### src/rtl/lsu_pkg.sv
// Shared types and encodings for the load/store unit.
//   - lsu_state_t : FSM states (IDLE, BUSY, DONE)
//   - LD_*        : load formats as {Ext_Data_Src, Ext_Data_Val}
//   - ST_*        : store sizes as Ext_rs2_Src
//   - size_t      : access width after decoding either format
package lsu_pkg;

    typedef enum logic [1:0] {
        IDLE = 2'd0,
        BUSY = 2'd1,
        DONE = 2'd2
    } lsu_state_t;

    // Any format with bit 2 clear is a word load; LD_WORD is the canonical one.
    localparam logic [2:0] LD_WORD = 3'b000;
    localparam logic [2:0] LD_B    = 3'b111;
    localparam logic [2:0] LD_H    = 3'b110;
    localparam logic [2:0] LD_BU   = 3'b101;
    localparam logic [2:0] LD_HU   = 3'b100;

    localparam logic [1:0] ST_B = 2'b10;
    localparam logic [1:0] ST_H = 2'b01;
    localparam logic [1:0] ST_W = 2'b00;

    typedef enum logic [1:0] {
        SZ_B = 2'd0,
        SZ_H = 2'd1,
        SZ_W = 2'd2
    } size_t;

    function automatic size_t load_size(logic [2:0] fmt);
        if (!fmt[2]) return SZ_W;
        return fmt[0] ? SZ_B : SZ_H;
    endfunction

    // The reserved encoding 2'b11 falls through to a word store.
    function automatic size_t store_size(logic [1:0] st);
        case (st)
            ST_B:    return SZ_B;
            ST_H:    return SZ_H;
            default: return SZ_W;
        endcase
    endfunction

endpackage

### src/rtl/load_extend.sv
// Combinational load lane select and sign/zero extension.
//   mem_rdata : raw 32-bit bus word
//   addr_lo   : byte offset of the access within the word
//   fmt       : load format {Ext_Data_Src, Ext_Data_Val}
//   result    : extended load value
module load_extend
    import lsu_pkg::*;
(
    input  logic [31:0] mem_rdata,
    input  logic [1:0]  addr_lo,
    input  logic [2:0]  fmt,
    output logic [31:0] result
);

    logic [7:0]  byte_lane;
    logic [15:0] half_lane;

    always_comb begin
        byte_lane = mem_rdata[{addr_lo, 3'b000} +: 8];
        half_lane = addr_lo[1] ? mem_rdata[31:16] : mem_rdata[15:0];
        case (fmt)
            LD_B:    result = {{24{byte_lane[7]}}, byte_lane};
            LD_BU:   result = {24'd0, byte_lane};
            LD_H:    result = {{16{half_lane[15]}}, half_lane};
            LD_HU:   result = {16'd0, half_lane};
            default: result = mem_rdata;
        endcase
    end

endmodule

### src/rtl/load_store_unit.sv
// Load/store unit: turns one core memory instruction into one handshaked bus
// transaction, stalls the core until it completes, and traps misaligned accesses.
//   clk, rst              : clock, async active-high reset
//   req_valid, MemRead,
//   MemWrite              : core request (store wins if both set)
//   Ext_Data_Val/Src      : load format;  Ext_rs2_Src : store size
//   addr, wdata           : byte address and rs2 value
//   stall, done, misalign : core handshake and trap pulse
//   rdata                 : last extended load value
//   mem_*                 : data-memory bus (req/ack handshake)
module load_store_unit
    import lsu_pkg::*;
#(
    parameter int unsigned ADDR_W = 32,
    parameter int unsigned DATA_W = 32
) (
    input  logic              clk,
    input  logic              rst,
    input  logic              req_valid,
    input  logic              MemRead,
    input  logic              MemWrite,
    input  logic [1:0]        Ext_Data_Val,
    input  logic              Ext_Data_Src,
    input  logic [1:0]        Ext_rs2_Src,
    input  logic [ADDR_W-1:0] addr,
    input  logic [DATA_W-1:0] wdata,
    output logic              stall,
    output logic              done,
    output logic              misalign,
    output logic [DATA_W-1:0] rdata,
    output logic              mem_req,
    output logic              mem_we,
    output logic [ADDR_W-1:0] mem_addr,
    output logic [DATA_W-1:0] mem_wdata,
    output logic [3:0]        mem_be,
    input  logic              mem_ack,
    input  logic [DATA_W-1:0] mem_rdata
);

    lsu_state_t        state;
    logic [2:0]        ld_fmt;
    logic [2:0]        fmt_q;
    logic [1:0]        addr_lo_q;
    logic              start;
    logic              is_store;
    size_t             size;
    logic              misaligned;
    logic [3:0]        be_req;
    logic [DATA_W-1:0] wdata_req;
    logic [DATA_W-1:0] ext_data;

    assign ld_fmt   = {Ext_Data_Src, Ext_Data_Val};
    assign start    = req_valid & (MemRead | MemWrite);
    assign is_store = MemWrite;

    always_comb begin
        size       = is_store ? store_size(Ext_rs2_Src) : load_size(ld_fmt);
        misaligned = ((size == SZ_H) & addr[0]) | ((size == SZ_W) & (addr[1:0] != 2'b00));
        be_req     = 4'b1111;
        wdata_req  = wdata;
        case (size)
            SZ_B: begin
                be_req    = 4'b0001 << addr[1:0];
                wdata_req = {4{wdata[7:0]}};
            end
            SZ_H: begin
                be_req    = addr[1] ? 4'b1100 : 4'b0011;
                wdata_req = {2{wdata[15:0]}};
            end
            default: ;
        endcase
        if (!is_store) wdata_req = '0;
    end

    load_extend u_load_extend (
        .mem_rdata (mem_rdata),
        .addr_lo   (addr_lo_q),
        .fmt       (fmt_q),
        .result    (ext_data)
    );

    always_ff @(posedge clk or posedge rst) begin
        if (rst) begin
            state     <= IDLE;
            mem_addr  <= '0;
            mem_we    <= 1'b0;
            mem_be    <= 4'b0000;
            mem_wdata <= '0;
            fmt_q     <= LD_WORD;
            addr_lo_q <= 2'b00;
            rdata     <= '0;
            misalign  <= 1'b0;
        end else begin
            unique case (state)
                IDLE: begin
                    misalign <= 1'b0;
                    if (start) begin
                        if (misaligned) begin
                            // Trap without touching the bus.
                            state    <= DONE;
                            misalign <= 1'b1;
                        end else begin
                            state     <= BUSY;
                            mem_addr  <= {addr[ADDR_W-1:2], 2'b00};
                            mem_we    <= is_store;
                            mem_be    <= be_req;
                            mem_wdata <= wdata_req;
                            fmt_q     <= ld_fmt;
                            addr_lo_q <= addr[1:0];
                        end
                    end
                end
                BUSY: begin
                    if (mem_ack) begin
                        state <= DONE;
                        if (!mem_we) rdata <= ext_data;
                    end
                end
                DONE: begin
                    // The core still presents the finished instruction here.
                    state    <= IDLE;
                    misalign <= 1'b0;
                end
                default: state <= IDLE;
            endcase
        end
    end

    // Gated by rst so a still-presented request cannot hold stall high in reset.
    assign stall   = ~rst & (((state == IDLE) & start) | (state == BUSY));
    assign done    = (state == DONE);
    assign mem_req = (state == BUSY);

endmodule

### config.mk
export PLATFORM = sky130hd
export DESIGN_NAME = load_store_unit
export DESIGN_NICKNAME = d
export VERILOG_FILES = /design/src/rtl/lsu_pkg.sv /design/src/rtl/load_extend.sv /design/src/rtl/load_store_unit.sv
export SDC_FILE = /design/constraint.sdc
export NUM_CORES = 1
export LEC_CHECK = 0
export BUFFER_PORTS_ARGS = -buffer_cell sky130_fd_sc_hd__clkbuf_2
export CELL_PAD_IN_SITES_DETAIL_PLACEMENT = 0
export CELL_PAD_IN_SITES_GLOBAL_PLACEMENT = 1
export CORE_MARGIN = 2
export CORE_UTILIZATION = 28
export CTS_CLUSTER_DIAMETER = 150
export DETAILED_ROUTE_END_ITERATION = 10
export PLACE_DENSITY_LB_ADDON = 0.1
export SYNTH_ARGS = -nofsm -noshare
export SYNTH_HDL_FRONTEND = slang
export SYNTH_SLANG_ARGS = --single-unit
### constraint.sdc
create_clock -name clk -period 3.59 [get_ports clk]
set_clock_uncertainty 0.1 [all_clocks]
set_input_delay 0.5385 -clock clk [delete_from_list [all_inputs] [get_ports clk]]
set_output_delay 0.5385 -clock clk [all_outputs]
set_load 0.01 [all_outputs]
### Word-level counts from Yosys, hierarchy flattened

Index checks and enable logic that the tools add are counted.

| word-level totals | value |
|---|---|
| register bits | 107 |
| output and inout bits | 105 |

| operators by class | value |
|---|---|
| reduce and logical (&&, ||, !) cells | 7 |
| mux-type cells | 17 |
| bitwise gates (word level) | 11 |
| equality and inequality tests | 12 |
| shifts and indexed selects | 2 |

Operator list:

| cell | number |
|---|---|
| $pmux W32 S4 | 1 |
| $pmux W32 S2 | 1 |
| $mux W32 | 1 |
| $shiftx A32 B6 Y8 | 1 |
| $mux W16 | 1 |
| $eq A3 B3 Y1 const B | 4 |
| $mux W2 | 5 |
| $pmux W2 S2 | 2 |
| $pmux W4 S2 | 1 |
| $eq A2 B1 Y1 const B | 3 |
| $eq A2 B2 Y1 const B | 3 |
| $reduce_and A3 Y1 | 2 |
| $and A1 B1 Y1 | 5 |
| $logic_not A2 Y1 | 2 |
| $mux W4 | 1 |
| $reduce_bool A2 Y1 | 2 |
| $shl A1 B2 Y4 const A | 1 |
| $mux W1 | 3 |
| $not A1 Y1 | 3 |
| $or A1 B1 Y1 | 3 |
| $ne A2 B1 Y1 const B | 1 |
| $ne A2 B2 Y1 const B | 1 |
| $pmux W1 S2 | 1 |
| $reduce_and A2 Y1 | 1 |

### Longest topological paths before layout

Gate-level depths: netlist of the first run.

| logic depth | value |
|---|---|
| word-level depth | 9 |
| mapped depth | 9 |
| depth with buffers taken out | 6 |

### Hierarchy

From an unflattened synthesis of the first run, not the netlist that was laid out.

| second synthesis, totals | value |
|---|---|
| cell total of the unflattened synthesis | 502 |
| area, all modules | 5627.9 µm² |

By module, submodules not included:

| module | sequential area each (µm²) | times used | cells each | area each (µm²) |
|---|---|---|---|---|
| load_store_unit | 2677.6 | 1 | 389 | 4847.1 |
| load_extend | 0.0 | 1 | 113 | 780.7 |

### Worst setup path after synthesis of the first run

Ideal clock, no wire load.

| timing path | value |
|---|---|
| kind | in2reg |
| from | in Ext_rs2_Src[1] |
| to | reg mem_addr[2] |
| stages on the path | 9 |
| data arrival time | 2006 ps |
| slack | 1359 ps |
| path through | inv_1 > ha_1 > buf_2 > xor2_1 > o211ai_2 > nand3_2 > buf_6 > buf_6 > mux2_4 |

| on the way | value |
|---|---|
| cells in the longest elaborated chain, start to end | 8 |
| elaborated cells between the ends (all ways) | 11 |

RTL lines:

| item | line | RTL |
|---|---|---|
| start, declared | load_store_unit.sv:24 | `input logic [1:0] Ext_rs2_Src,` |
| $eq A2 B1 Y1 / $eq A2 B2 Y1 (equally long branches) | lsu_pkg.sv:38 | `case (st)` |
| $pmux W2 S2 (*) | lsu_pkg.sv:38 |  |
| $mux W2 (*) | load_store_unit.sv:57 | `size = is_store ? store_size(Ext_rs2_Src) : load_size(ld_fmt);` |
| $eq A2 B1 Y1 / $eq A2 B2 Y1 (equally long branches) | load_store_unit.sv:58 | `misaligned = ((size == SZ_H) & addr[0]) \| ((size == SZ_W) & (addr[1:0] != 2'b00));` |
| $and A1 B1 Y1 | load_store_unit.sv:58 |  |
| $or A1 B1 Y1 (*) | load_store_unit.sv:58 |  |
| $not A1 Y1 (no source line) (*) | -- |  |
| $reduce_and A3 Y1 (no source line) (*) | -- |  |
| end signal, assigned | load_store_unit.sv:104 | `mem_addr <= {addr[ADDR_W-1:2], 2'b00};` |
| end, declared | load_store_unit.sv:33 | `output logic [ADDR_W-1:0] mem_addr,` |

Every way passes the cells marked *; elsewhere a longest branch is shown, timed or not.
A chain may end at the register's enable or synchronous reset.

### Worst setup path after layout of the first run

| timing path | value |
|---|---|
| from | reg addr_lo_q[1] |
| to | reg rdata[13] |

| on the way | value |
|---|---|
| cells in the longest elaborated chain, start to end | 2 |
| elaborated cells between the ends (all ways) | 3 |

RTL lines:

| item | line | RTL |
|---|---|---|
| start, declared | load_store_unit.sv:43 | `logic [1:0] addr_lo_q;` |
| start signal, assigned | load_store_unit.sv:109 | `addr_lo_q <= addr[1:0];` |
| $shiftx A32 B6 Y8 / $mux W16 (equally long branches) | load_extend.sv:19, load_extend.sv:20 |  |
| $pmux W32 S4 (*) | load_extend.sv:21 | `case (fmt)` |
| end signal, assigned | load_store_unit.sv:116 | `if (!mem_we) rdata <= ext_data;` |
| end, declared | load_store_unit.sv:30 | `output logic [DATA_W-1:0] rdata,` |

Marked as above.

==> results.py, run 1 <==
metrics = {
    "placed_design": {
        "dp_hpwl_um": 12000,
        "io_buffers": 209,
        "place_area_mm2": 0.00659,
        "pre_cts_ws_ns": 0.945,
        "gp_routability_congestion": 0.784,
    },
    "finish": {
        "n_antenna_cell": 0,
        "nNetsFinal": 793,
        "design_area_mm2": 0.00691,
        "syn_to_final_growth_pct": 29.5,
        "final_util_pct": 36.9,
        "drive_above_1_share_pct": 44.9,
    },
    "clock_tree": {
        "cts.repair.resized": 0,
        "ctsHoldBuffers": 0,
        "cts-root-buf": "clkbuf_16",
        "postCtsSetupBuffers": 0,
        "cts.path.max_buffers": 2,
        "cts_made_buffers": 9,
        "htree_levels": 3,
        "cts_sinks": 107,
        "cts_tree": "done",
        "clk_pin_slew_ns": 0.08,
        "clock_latency_ns": 0.35,
    },
    "sta": {
        "slew_violations": 0,
        "rsz0062_at_grt": "false",
        "fin_setup_tns_ns": 0,
        "finalHoldViolCount": 0,
        "relSlewSlack_pct": 27.3,
        "fin_crit_sh_pct": 68.7,
        "fin_ws_ns": 1.12,
        "period_minus_slack_ns": 2.47,
        "setup_viol": 0,
        "max_freq_mhz": 406,
        "tightest_slew_ns": 1.09,
    },
    "grt": {
        "grt_max_degree": 108,
        "overflow": 0,
        "grt_usage_pct": 16.3,
        "grt_pass1_wl_um": 25500,
        "grt_pass1_vias": 4619,
        "antenna_found_initial": 0,
    },
    "power_and_ir_drop": {
        "p_per_area_mw_per_mm2": 742,
        "peakVddDrop_mv": 0.254,
        "power_uw": 5120,
        "power.leakage_uw": 0.00344,
    },
    "floorplanning": {
        "start_util_pct": 28.5,
        "coreArea_mm2": 0.0187,
        "ios": 212,
        "dieArea_mm2": 0.0202,
        "fp.dieW_um": 142,
        "die_y_um": 142,
        "rows": 50,
    },
    "routing": {
        "drt_first_pass_iters": 4,
        "wl_per_cell_um": 17.7,
        "vias_per_cell": 4.91,
        "drc_errors": 0,
        "ant_nets": 0,
        "vias": 4537,
        "wirelength_um": 16300,
        "drt_iter0_drc": 148,
    },
    "worst_setup_path": {
        "cpPeakStageDelay_ns": 0.92,
        "crit_fanout": 19,
        "r2r_slack_ns": 1.12,
        "cp_slowest_cell": "dfrtp_1",
        "r2r_start": "addr_lo_q[1]",
        "rr_endpoint": "rdata[13]",
        "critPathLaunchType": "register",
        "worstPathCellList": "mux4_2 > a31o_2 > o22ai_1 > o21ai_0",
        "r2r.worst_path.cells": 4,
        "arrival_ns": 2.60,
        "cp-end-kind": "register",
        "worstSetupPathType": "register to register",
        "cp.required_ns": 3.73,
    },
    "synthesis": {
        "synth.distinct_cells": 54,
        "ys_ff_latch": 107,
        "synthArstFlopShare_pct": 100,
        "yosysTopAreaCell": "dfrtp_1",
        "yosysWarnings": 0,
        "synth_most_common_cell": "dfrtp_1",
        "synthCells": 495,
        "yosys.area.top_type_share_pct": 50.2,
        "syn_avg_cell_area_um2": 10.8,
        "ys_seq_area_share_pct": 50.2,
        "synth_area_leaders": "dfrtp_1 50%, mux2_2 13%, o21ai_0 4.7%, mux2i_1 3.8%, o22a_1 2.6%",
        "synthTopCellsByCount": "107 x dfrtp_1, 61 x mux2_2, 50 x o21ai_0, 26 x nand2_1, 22 x nor2_1",
        "synthFlopType": "dfrtp_1",
        "syn_area_mm2": 0.00533,
        "synth_edf_count": 0,
    },
    "status": {
        "status": "finished clean",
    },
    "job": {
        "maxCapViolations": 0,
    },
    "hold_path": {
        "min_path_type": "input port to asynchronous set/reset pin",
    },
}
==> worst max-delay path, delay by kind of cell (launching register included) <==
| family | cells | cell delay [ns] |
|---|---|---|
| compound gates | 3 | 0.72 |
| mux | 1 | 0.61 |
| flops | 1 | 0.92 |
==> how the worst max path moves through the flow <==
stage | start | end | cells after the start
after global routing | addr_lo_q[1] | rdata[11] | 4
after global placement | Ext_rs2_Src[1] | mem_wdata[17] | 8
after CTS | addr_lo_q[1] | rdata[10] | 4
final | addr_lo_q[1] | rdata[13] | 4
after floorplan | rst | addr_lo_q[0] | 1
after detailed placement | Ext_rs2_Src[1] | mem_addr[6] | 8
==> state kept, by name (all words and copies together), names as in the netlist <==
register   flops
mem_addr      30
mem_be         4
addr_lo_q      2
misalign       1
state          2
mem_we         1
fmt_q          3
rdata         32
mem_wdata     32
==> kinds of logic (layout without fill, tap and decap cells) <==
kind of cell               Yosys count  count (layout)  synth area share, %
AOI/OAI and AO/OA                  129             129                 15.1
buffers and inverters               55             249                 4.72
xor gates and xnor gates             1               1                0.164
other                                1               2               0.0703
DFF                                107             107                 50.2
adders and majority gates            1               1                0.235
and+or+nand+nor                    118             118                 12.1
muxes                               83              83                 17.3
==> cell usage in the layout (no fill, tap or decap), types with 2 or more instances in the layout <==
cell	n
nand3b_1	9
nor2b_1	19
and3_1	6
o22ai_1	8
or3b_2	2
nor2_1	22
and2_1	3
conb_1	2
nand2_1	26
o21ai_1	2
o22a_1	16
mux2i_1	20
dfrtp_1	107
and3b_1	4
buf_12	3
a21o_1	3
a31o_2	2
inv_1	15
a21oi_1	18
inv_8	2
mux2_2	61
a31oi_1	14
buf_4	4
o21ai_0	50
clkinvlp_4	2
nor3b_2	2
o31ai_1	3
clkbuf_16	9
clkbuf_2	209
a22o_1	2
nand3_1	17
==> routing by layer <==
| metal | routed length, um | up-vias | GRT usage [%] |
|---|---|---|---|
| met4 | 432 | 0 | 6.74 |
| met3 | 996 | 24 | 3.63 |
| met5 | 0 | - | 0 |
| li1 | - | 2147 | - |
| met1 | 6910 | 2224 | 20.7 |
| met2 | 7980 | 142 | 27.0 |
==> final cells by class <==
type,instances,area (um^2)
Clock inverter,7,92.6
Tap cell,234,293
Fill cell,1915,11800
Sequential cell,107,2680
Multi-Input combinational cell,334,2410
Inverter,17,66.3
Timing Repair Buffer,216,1140
Clock buffer,9,225
==> power by group <==
part | total [uW] | switching (uW) | leakage [uW] | internal [uW]
combinational | 1980 | 1030 | 0.00199 | 953
sequential | 2080 | 356 | 0.00130 | 1730
clock | 1060 | 503 | 0.000149 | 560
total | 5120 | 1890 | 0.00344 | 3240
==> per-stage QoR <==
step / hold slack (ns) / instances
finish: 0.201 / 924
detailed placement: 0.367 / 908
global route: 0.273 / 924
floorplan: 0.403 / 496
global placement: 0.362 / 908
CTS: 0.250 / 924
Note: power is estimated with default switching activity, not from simulation.
==> run 2: changes to the inputs <==
==> constraint.sdc (replaced) <==
create_clock -name clk -period 2.6 [get_ports clk]
set_clock_uncertainty 0.1 [all_clocks]
set_input_delay 0.39 -clock clk [delete_from_list [all_inputs] [get_ports clk]]
set_output_delay 0.39 -clock clk [all_outputs]
set_load 0.01 [all_outputs]
==> run 2 against run 1 <==
Against the previous run:
- cell area is 1.6% higher
- via count is 0.48% higher
- non-clock buffer count rose by 10
- highest routed layer unchanged
- global-route usage increased by 0.43 points
- critical endpoint is now stall
- worst hold slack got worse by 0.050 ns
- largest cell class unchanged
- clock power grew 46%
==> results.py, run 2 (same netlist as run 1, synthesis figures left out) <==
metrics = {
    "worst_setup_path": {
        "critPathLaunchType": "input port",
        "arrival_ns": 1.47,
        "r2r.worst_path.cells": 4,
        "worstPathCellList": "dlygate4sd3_1 > clkbuf_2 > a211oi_1 > clkbuf_2",
        "crit_fanout": 2,
        "cpPeakStageDelay_ns": 0.54,
        "worstSetupPathType": "input port to primary output",
        "cp.required_ns": 2.11,
        "path_buf_inv": 3,
        "critical_path.top_delay_family": "buffers and inverters",
        "path_depth": 4,
        "cp-end-kind": "primary output",
        "cp_slowest_cell": "dlygate4sd3_1",
        "crit_top_cell": "clkbuf_2",
    },
    "placed_design": {
        "io_buffers": 209,
        "place_area_mm2": 0.00667,
        "dp_hpwl_um": 12400,
        "gp_routability_congestion": 0.818,
        "placed_cells": 917,
    },
    "floorplanning": {
        "start_util_pct": 28.5,
        "fp.dieW_um": 142,
        "ios": 212,
        "rows": 50,
        "coreArea_mm2": 0.0187,
        "dieArea_mm2": 0.0202,
        "die_y_um": 142,
    },
    "hold_path": {
        "min_path_type": "input port to register",
        "holdPathStages": 2,
    },
    "clock_tree": {
        "clk_pin_slew_ns": 0.08,
        "cts-root-buf": "clkbuf_16",
        "postCtsSetupBuffers": 0,
        "htree_levels": 3,
        "cts.path.max_buffers": 2,
        "cts_made_buffers": 9,
        "cts_sinks": 107,
        "clock_latency_ns": 0.35,
        "cts_tree": "done",
    },
    "routing": {
        "drt_first_pass_iters": 5,
        "drc_errors": 0,
        "vias": 4559,
        "drt_iter0_drc": 148,
        "met1Wirelength_um": 6910,
        "vias_per_cell": 4.88,
        "met3_length_um": 1070,
        "wl_per_cell_um": 17.8,
        "ant_nets": 0,
        "met2_length_um": 8240,
        "wirelength_um": 16600,
        "highest_layer": "met4",
    },
    "finish": {
        "finalNonFillerCells": 934,
        "nNetsFinal": 803,
        "syn_to_final_growth_pct": 31.5,
        "final_util_pct": 37.5,
        "drive_above_1_share_pct": 45.6,
        "reg_top3": "mem_wdata x32, rdata x32, mem_addr x30",
        "design_area_mm2": 0.00701,
        "fillers": 1898,
        "n_antenna_cell": 0,
        "layout_commonest_cell": "clkbuf_2",
        "layout_common_cells": "209 x clkbuf_2, 107 x dfrtp_1, 61 x mux2_2, 50 x o21ai_0, 26 x nand2_1",
    },
    "sta": {
        "fin_crit_sh_pct": 75.2,
        "slew_violations": 0,
        "max_freq_mhz": 511,
        "relSlewSlack_pct": 56.6,
        "whs_ns": 0.151,
        "tightest_slew_ns": 0.647,
        "setup_viol": 0,
        "fin_setup_tns_ns": 0,
        "period_minus_slack_ns": 1.96,
        "rsz0062_at_grt": "false",
        "finalHoldViolCount": 0,
    },
    "grt": {
        "grt_max_degree": 41,
        "grt_pass1_wl_um": 26100,
        "grt_usage_pct": 16.8,
        "overflow": 0,
        "grt_pass1_vias": 4661,
        "antenna_found_initial": 1,
    },
    "power_and_ir_drop": {
        "peakVddDrop_mv": 0.336,
        "p_per_area_mw_per_mm2": 1020,
        "power.leakage_uw": 0.00350,
    },
    "status": {
        "status": "finished clean",
    },
    "job": {
        "maxCapViolations": 0,
    },
}
## run 2: changes by cell type in the layout (fill, tap and decap cells not counted), sizes merged
cell	change
clkinv	+1
dlygate4sd3	+1
inv	-2
buf	+9
bufinv	+1
## run 2: power breakdown
part	leakage, uW	internal, uW	switching, uW
clock network	0.000159	863	685
logic	0.00204	1340	1440
registers	0.00130	2380	459
total	0.00350	4590	2590
## run 2: final cells by class
class                           count  area, um^2  area share, %
Tap cell                          234         293           4.17
Clock inverter                      7         110           1.57
Clock buffer                        9         225           3.21
Timing Repair Buffer              226        1230           17.5
Inverter                           17        67.6          0.963
Sequential cell                   107        2680           38.2
Multi-Input combinational cell    334        2410           34.4
## run 2: timing repair
| item | CTS | global route |
|---|---|---|
| resized for setup | 0 | 0 |
| hold buffers | 1 | 0 |
| endpoints found under the hold margin | 18 | 0 |
## run 2: final timing paths
path | startpoint | to | slack [ns]
setup reg to reg | fmt_q[0] | rdata[6] | 0.65
hold / removal | mem_ack | state[0] | 0.15
hold reg to reg | misalign | misalign | 0.38
max in group asynchronous | rst | mem_addr[6] | 1.22
min in group asynchronous | rst | state[0] | 0.54
setup / recovery | rst | stall | 0.64
## run 2: stage by stage
step | setup WS (ns) | total power, uW
2_1_floorplan | 0.518 | 4450
3_3_place_gp | 0.345 | 5680
3_5_place_dp | 0.312 | 5740
4_1_cts | 0.631 | 7330
5_1_grt | 0.462 | 7730
6_report | 0.645 | 7180
## run 2: layer usage
layer  vias to the layer above  global-route usage, %
li1                       2162                      -
met1                      2212                   21.1
met2                       166                   28.3
met3                        19                   3.70
met4                         0                   6.11
met5                         -                      0
